$ cat src/rtl/data_mem_dp_if.sv
// Load/store port bundle for data_mem_dp: write port, read port, clear request and status.
// The master drives the strobes and addresses; the slave returns read data, RdValid, Busy and Reject.
interface data_mem_dp_if #(
  parameter int W  = 8,
  parameter int AW = 8
);
  logic          WriteEn;
  logic [AW-1:0] WrAddr;
  logic [W-1:0]  DataIn;
  logic          ReadEn;
  logic [AW-1:0] RdAddr;
  logic          ClearReq;
  logic [W-1:0]  DataOut;
  logic          RdValid;
  logic          Busy;
  logic          Reject;

  modport master (
    output WriteEn, WrAddr, DataIn, ReadEn, RdAddr, ClearReq,
    input  DataOut, RdValid, Busy, Reject
  );

  modport slave (
    input  WriteEn, WrAddr, DataIn, ReadEn, RdAddr, ClearReq,
    output DataOut, RdValid, Busy, Reject
  );
endinterface

$ cat src/rtl/data_mem_dp.sv
// Dual-address data memory: 1-cycle registered read with write-first bypass and a hardware clear sweep.
// While Busy (sweeping), accesses are dropped and flagged by a one-cycle Reject pulse; no stalling.
module data_mem_dp #(
  parameter int             W        = 8,
  parameter int             AW       = 8,
  parameter logic [W-1:0]   INIT_VAL = '0
) (
  input  logic          Clk,
  input  logic          Reset,
  data_mem_dp_if.slave  bus
);
  localparam int DEPTH = 2 ** AW;

  typedef enum logic {CLEAR, IDLE} state_t;

  state_t        state_q, state_d;
  logic [AW-1:0] ptr_q, ptr_d;
  logic          mem_we;
  logic [AW-1:0] mem_wa;
  logic [W-1:0]  mem_wd;
  logic [W-1:0]  core [DEPTH];
  logic          idle;

  assign idle     = (state_q == IDLE);
  assign bus.Busy = (state_q == CLEAR);

  always_ff @(posedge Clk or posedge Reset) begin
    if (Reset) begin
      state_q <= CLEAR;
      ptr_q   <= '0;
    end else begin
      state_q <= state_d;
      ptr_q   <= ptr_d;
    end
  end

  // The sweep owns the single array write port while clearing; user writes only land in IDLE.
  always_comb begin
    state_d = state_q;
    ptr_d   = ptr_q;
    mem_we  = 1'b0;
    mem_wa  = bus.WrAddr;
    mem_wd  = bus.DataIn;
    case (state_q)
      CLEAR: begin
        mem_we = 1'b1;
        mem_wa = ptr_q;
        mem_wd = INIT_VAL;
        ptr_d  = ptr_q + AW'(1);
        if (&ptr_q) state_d = IDLE;
      end
      IDLE: begin
        mem_we = bus.WriteEn;
        if (bus.ClearReq) begin
          state_d = CLEAR;
          ptr_d   = '0;
        end
      end
      default: state_d = CLEAR;
    endcase
  end

  always_ff @(posedge Clk) begin
    if (mem_we) core[mem_wa] <= mem_wd;
  end

  always_ff @(posedge Clk or posedge Reset) begin
    if (Reset) begin
      bus.DataOut <= '0;
      bus.RdValid <= 1'b0;
      bus.Reject  <= 1'b0;
    end else begin
      bus.RdValid <= idle && bus.ReadEn;
      bus.Reject  <= !idle && (bus.WriteEn || bus.ReadEn);
      // Same-address write and read in one cycle returns the new data.
      if (idle && bus.ReadEn) begin
        if (bus.WriteEn && (bus.WrAddr == bus.RdAddr))
          bus.DataOut <= bus.DataIn;
        else
          bus.DataOut <= core[bus.RdAddr];
      end
    end
  end
endmodule

$ cat src/flat_wrapper.sv
// flat-port wrapper written by rule: the top's interface ports become plain ports
module data_mem_dp_flat 
#(
  parameter int             W        = 8,
  parameter int             AW       = 8,
  parameter logic [W-1:0]   INIT_VAL = '0
)
  (Clk, Reset, bus_WriteEn, bus_WrAddr, bus_DataIn, bus_ReadEn, bus_RdAddr, bus_ClearReq, bus_DataOut, bus_RdValid, bus_Busy, bus_Reject);
  data_mem_dp_if #(.W(W), .AW(AW)) bus_i ();
  input  logic Clk;
  input  logic Reset;
  input wire logic [$bits(bus_i.WriteEn)-1:0] bus_WriteEn;
  input wire logic [$bits(bus_i.WrAddr)-1:0] bus_WrAddr;
  input wire logic [$bits(bus_i.DataIn)-1:0] bus_DataIn;
  input wire logic [$bits(bus_i.ReadEn)-1:0] bus_ReadEn;
  input wire logic [$bits(bus_i.RdAddr)-1:0] bus_RdAddr;
  input wire logic [$bits(bus_i.ClearReq)-1:0] bus_ClearReq;
  output wire logic [$bits(bus_i.DataOut)-1:0] bus_DataOut;
  output wire logic [$bits(bus_i.RdValid)-1:0] bus_RdValid;
  output wire logic [$bits(bus_i.Busy)-1:0] bus_Busy;
  output wire logic [$bits(bus_i.Reject)-1:0] bus_Reject;
  assign bus_i.WriteEn = bus_WriteEn;
  assign bus_i.WrAddr = bus_WrAddr;
  assign bus_i.DataIn = bus_DataIn;
  assign bus_i.ReadEn = bus_ReadEn;
  assign bus_i.RdAddr = bus_RdAddr;
  assign bus_i.ClearReq = bus_ClearReq;
  assign bus_DataOut = bus_i.DataOut;
  assign bus_RdValid = bus_i.RdValid;
  assign bus_Busy = bus_i.Busy;
  assign bus_Reject = bus_i.Reject;
  data_mem_dp #(.W(W), .AW(AW), .INIT_VAL(INIT_VAL)) u_core (.Clk(Clk), .Reset(Reset), .bus(bus_i));
endmodule
$ cat config.mk
export PLATFORM = sky130hd
export DESIGN_NAME = data_mem_dp_flat
export DESIGN_NICKNAME = d
export VERILOG_FILES = /design/src/rtl/data_mem_dp_if.sv /design/src/rtl/data_mem_dp.sv /design/src/flat_wrapper.sv
export SDC_FILE = /design/constraint.sdc
export NUM_CORES = 2
export LEC_CHECK = 0
export CAP_MARGIN = 20
export CORE_MARGIN = 2
export CORE_UTILIZATION = 62
export DETAILED_ROUTE_END_ITERATION = 6
export PLACE_DENSITY = 0.78
export SLEW_MARGIN = 20
export SYNTH_ARGS = -nofsm -noshare
export SYNTH_HDL_FRONTEND = slang
export SYNTH_SLANG_ARGS = --single-unit
$ cat constraint.sdc
create_clock -name Clk -period 5.92 [get_ports Clk]
set_input_delay 1.184 -clock Clk [delete_from_list [all_inputs] [get_ports Clk]]
set_output_delay 1.184 -clock Clk [all_outputs]
set_load 0.01 [all_outputs]
Yosys cells after proc, flatten, opt, wreduce, memory -nomap -nowiden --
Memories as Yosys holds them, arrays and structs flattened. A register that Yosys moved wholly into a read port is not among the register bits. Cells that the tools add are included.
Word-level totals: flip-flop bits (word level) 11, latch bits 0, RAM bits 2048, ROM bits 0, input bits 29, output and inout port bits 11, memories 1
Cells by class: add/sub/neg operators 1, multiply operators 0, divide/modulo/power cells 0, $lt $le $gt $ge 0, equality and inequality tests 1, shifts and indexed selects 0, multiplexer cells 10, bitwise gates (word level) 1, reduce and logical (&&, ||, !) cells 5
Memory list:
- u_core.core | words 256, bits a word 8, read ports 1, clocked after memory_dff 1, write ports 1, line data_mem_dp.sv:21 | logic [W-1:0] core [DEPTH];
Operator list (count):
- two-way mux 8 bit | 3
- one-hot mux 8 bit (2 select lines) | 1
- adder 8 x 1 -> 8 bit (second input constant) | 1
- AND reduction 8 bit | 1
- two-way mux 1 bit | 4
- one-hot mux 1 bit (2 select lines) | 2
- logical AND 1 bit | 2
- inequality test 2 bit (second input constant) | 1
- logical NOT 1 bit | 1
- logical OR 1 bit | 1
- inverter 1 bit | 1

Logic depth before layout (Yosys ltp) --
depth after elaboration 4, depth in mapped cells 12

Worst setup path after synthesis --
OpenSTA, ideal clock, no wires.
path kind register -> register, start point reg u_core.state_q (netlist: u_core.idle), end point mem u_core.core[0][0] (data pin), library setup time 0.867 ns, data arrival time 4.538 ns, slack 0.516 ns, cell stages (with the launch flop) 6, cell sequence dfrtp_1 > buf_2 > buf_2 > buf_2 > clkbuf_1 > and2_1
On the way: word-level cells in the longest chain between the ends 1
RTL lines:
- from (decl) | line data_mem_dp.sv:16 | state_t state_q, state_d;
- from (signal assigned) | line data_mem_dp.sv:32 | state_q <= state_d;
- two-way mux 8 bit | line data_mem_dp.sv:44 | case (state_q)
- net u_core.mem_wd[0] | line data_mem_dp.sv:20 | logic [W-1:0] mem_wd;
- to (decl) | line data_mem_dp.sv:21
The timed path passes the listed nets, and every way through them passes these cells.

Worst setup path after layout --
start point reg u_core.state_q (netlist: u_core.idle), end point mem u_core.core[49][7] (enable)
On the way: word-level cells in the longest chain between the ends 4, elaborated cells on any way between the ends 5, classes of those cells mux (4); bitwise (1)
RTL lines:
- inverter 1 bit | line data_mem_dp.sv:44
- one-hot mux 1 bit (2 select lines) | line data_mem_dp.sv:44
- two-way mux 1 bit | line data_mem_dp.sv:64 | if (mem_we) core[mem_wa] <= mem_wd;
- two-way mux 1 bit (not written as such) | line data_mem_dp.sv:64
Several ways; a longest one is shown, not always the timed one.

==> results.yml <==
die:
  pin_count: 40
  fp.dieW_microns: 365
  die-area_sq_mm: 0.133
  core_sq_mm: 0.129
  initial_core_util: 0.624
  die_h_microns: 365
  rows: 132
timing:
  period_share: 0.723
  finalSetupViolations: 0
  final-hold-violation-count: 0
  slew_viol_final: 0
  period_needed_ns: 4.28
  worst_pin_slew_ns: 1.18
  slew_headroom: 0.211
  fmax_mhz: 234
  rsz0062_at_grt: "false"
  fin_skew_ns: 0.0539
  setup_tns_ns: 0
clock_network:
  htreeDepth: 4
  hold_buffers: 0
  worstSkewPairLatency_ns: 0.83
  clk_pin_slew_ns: 0.06
  post-cts-setup-buffers: 0
  post_cts_resized: 0
  numCtsBuffers: 191
  cts_sinks: 2067
  clk_path_buf_depth: 3
  cts_root_buffer: "clkbuf_16"
  tritoncts: "built"
critical_path:
  critical_path.slowest_cell: "o31ai_1"
  critPathRequiredTime_ns: 6.34
  cp_cell_sequence: "inv_1, o31ai_1, nand3_1, buf_4, nor2_1"
  r2r-start: "u_core.idle$_DFF_PP0_"
  cp.arrival_ns: 4.70
  crit_path_end_kind: "flop"
  cp_slowest_stage_delay_ns: 1.06
  startpoint: "u_core.idle$_DFF_PP0_"
  path_max_fanout: 57
  startpoint_type: "flop"
  reg2reg_slack_ns: 1.64
  crit_type: "reg2reg"
  path_buf_inv: 2
  path_delay_family: "compound AO/OA/AOI/OAI gates"
pwr:
  switching_share: 0.228
  peakVddDrop_uv: 287
  powerDensity_mw_per_mm2: 345
  p_clk_frac: 0.395
  leakage_nw: 28.3
  p_comb_frac: 0.075
  power.internal_w: 0.0238
  p_seq_frac: 0.530
  p_sw_w: 0.00700
  power_w: 0.0308
final_layout:
  syn_to_final_growth_pct: 10.6
  final_nets: 3982
  fillCellCount: 7464
  drive_gt1_frac: 0.223
synthesis:
  async_reset_ff_frac: 0.00919
  synthFlopType: "edfxtp_1"
  synth_cell_types: 56
  syn-cell-area_sq_mm: 0.0807
  synth.top_cell.area_share: 0.762
  ys_seq_elements: 2067
  ys_seq_area_frac: 0.768
  synthTopCellsByArea: "edfxtp_1 76%, mux4_2 13%, mux2i_1 1.7%, nor2_1 1.4%, a22oi_1 0.97%"
  yosys.area.top_type: "edfxtp_1"
  synth_nets: 3875
  synth_warnings: 0
  synth_cells: 3845
  post_synth.cell_area_avg_sq_um: 21.0
  synth-edff-count: 2048
route:
  drt_iter0_markers: 6760
  dr.pass1.iters: 7
  wl_per_cell_microns: 32.9
  num_vias: 40900
  avgViaCountPerCell: 6.99
  drc: 2
  wl_microns: 193000
  antenna_left: 0
job:
  cap_viol_max_count: 0
hold_path:
  hold_path.class: "reg2reg"
  hp-start: "u_core.ptr_q[7]$_DFFE_PP0P_"
placement:
  dpl.hpwl_microns: 113000
  port_buffers: 39
  finalWeightedCongestion: 0.922
global_routing:
  grt_pass1_vias: 40500
  grt_first_pass_wirelength_microns: 280000
  grt_max_degree: 153
  grt_usage: 0.294
  overflow: 0
  antenna_found_initial: 6
outcome:
  status: "complete, but fails checks"
  violations: "DRC"
## cell usage after synthesis, types with 8 or more instances
library cell  number
and2_1            12
inv_1             11
a211oi_1          11
nand3_1           37
o21ai_0           20
nor4_1             9
mux2_2            35
o21ai_1            9
o22ai_1           75
buf_2             73
a22oi_1          104
o211ai_1          22
a22o_1             9
a31oi_1           12
nand2b_1          14
mux2i_1          137
buf_4             49
a21oi_1           25
or4_1              8
clkbuf_1          75
buf_6             19
nand2_1           89
dfrtp_1           19
nor3_1            25
edfxtp_1        2048
mux4_2           479
nor2_1           296
a211o_1            8
nor2b_1           12
buf_1              9
nand4_1           12
## path summary, 6_finish.rpt
| path | depth (start not counted) | end |
|---|---|---|
| max reg2reg | 5 | u_core.core[49][7]$_DFFE_PP_ |
| max in group asynchronous | 2 | u_core.idle$_DFF_PP0_ |
| max | 5 | u_core.core[49][7]$_DFFE_PP_ |
| min in group asynchronous | 2 | u_core.bus.DataOut[1]$_DFFE_PP0P_ |
| min reg2reg | 1 | u_core.ptr_q[7]$_DFFE_PP0P_ |
| min | 1 | u_core.ptr_q[7]$_DFFE_PP0P_ |
## sequential cells by signal, indices dropped and copies added (netlist names)
register            count
u_core.bus.DataOut      8
u_core.bus.RdValid      1
u_core.bus.Reject       1
u_core.core          2048
u_core.idle             1
u_core.ptr_q            8
## per-stage QoR
| stage | util | setup WS (ns) | instances | hold WS [ns] | area (sq um) |
|---|---|---|---|---|---|
| after detailed placement | 0.642 | 1.23 | 5501 | 0.593 | 83000 |
| after global placement | 0.642 | 1.24 | 5501 | 0.574 | 83000 |
| final | 0.690 | 1.64 | 5857 | 0.621 | 89200 |
| after CTS | 0.690 | 1.84 | 5855 | 0.601 | 89200 |
| after floorplan | - | 0.516 | 3845 | 0.502 | 80700 |
| after global routing | 0.690 | 1.47 | 5855 | 0.623 | 89200 |
## cell families after synthesis
logic type | after synthesis | synth area share
buffers and inverters | 237 | 0.0163
adders and majority gates | 1 | 0.000155
xor gates and xnor gates | 9 | 0.000977
AOI/OAI and AO/OA | 336 | 0.0289
DFF | 2067 | 0.768
muxes | 651 | 0.156
and+or+nand+nor | 544 | 0.0299
## per-layer routing
| metal | vias to the layer above | global-route usage | wire length (microns) | part of all wire |
|---|---|---|---|---|
| li1 | 16200 | - | - | - |
| met1 | 21200 | 0.408 | 70000 | 0.36 |
| met2 | 2987 | 0.456 | 91400 | 0.47 |
| met3 | 515 | 0.0781 | 23300 | 0.12 |
| met4 | 6 | 0.113 | 7950 | 0.041 |
| met5 | - | 0 | 48 | 0.00025 |
## worst reg2reg max path: stages, from the launching register on
cell     delay (ns)
dfrtp_2        1.01
inv_1          0.48
o31ai_1        1.06
nand3_1        0.21
buf_4          0.36
nor2_1         0.77
## placed cells by master (no fill, tap or decap), drive strengths merged, types with 12 or more instances in the layout
master	Yosys	routed
mux2	35	35
nand3	37	37
nand2	89	89
nand2b	14	14
bufinv	0	20
a31oi	12	12
clkinv	0	89
mux2i	137	137
nor2b	12	12
o22ai	75	75
a22oi	104	104
o21ai	29	29
clkbuf	76	233
inv	11	19
edfxtp	2048	2048
nand4	12	12
buf	150	107
dfrtp	19	19
mux4	479	479
o211ai	22	22
nor3	25	25
clkdlybuf4s50	0	33
and2	13	13
nor2	296	296
a21oi	25	25
## area by class of cell
cell class	count	area, sq um	share of cell area
sequential	2067	62000	0.695
multi-input combinational	1541	17400	0.196
clock buffer	233	4990	0.0559
tap	1742	2180	0.0244
timing repair buffer	140	1420	0.0159
clock inverter	121	1160	0.0130
inverter	11	41.3	0.000463
antenna	2	5.00	0.0000561
## power groups by stage
stage	combinational, W	sequential (W)	clock (W)
after global routing	0.00235	0.0163	0.0127
final	0.00230	0.0163	0.0122
after global placement	0.00218	0.0166	0
after floorplan	0.00131	0.0165	0
after detailed placement	0.00221	0.0166	0
after CTS	0.00222	0.0163	0.0122
No activity file was read; power rests on OpenSTA's default activity.
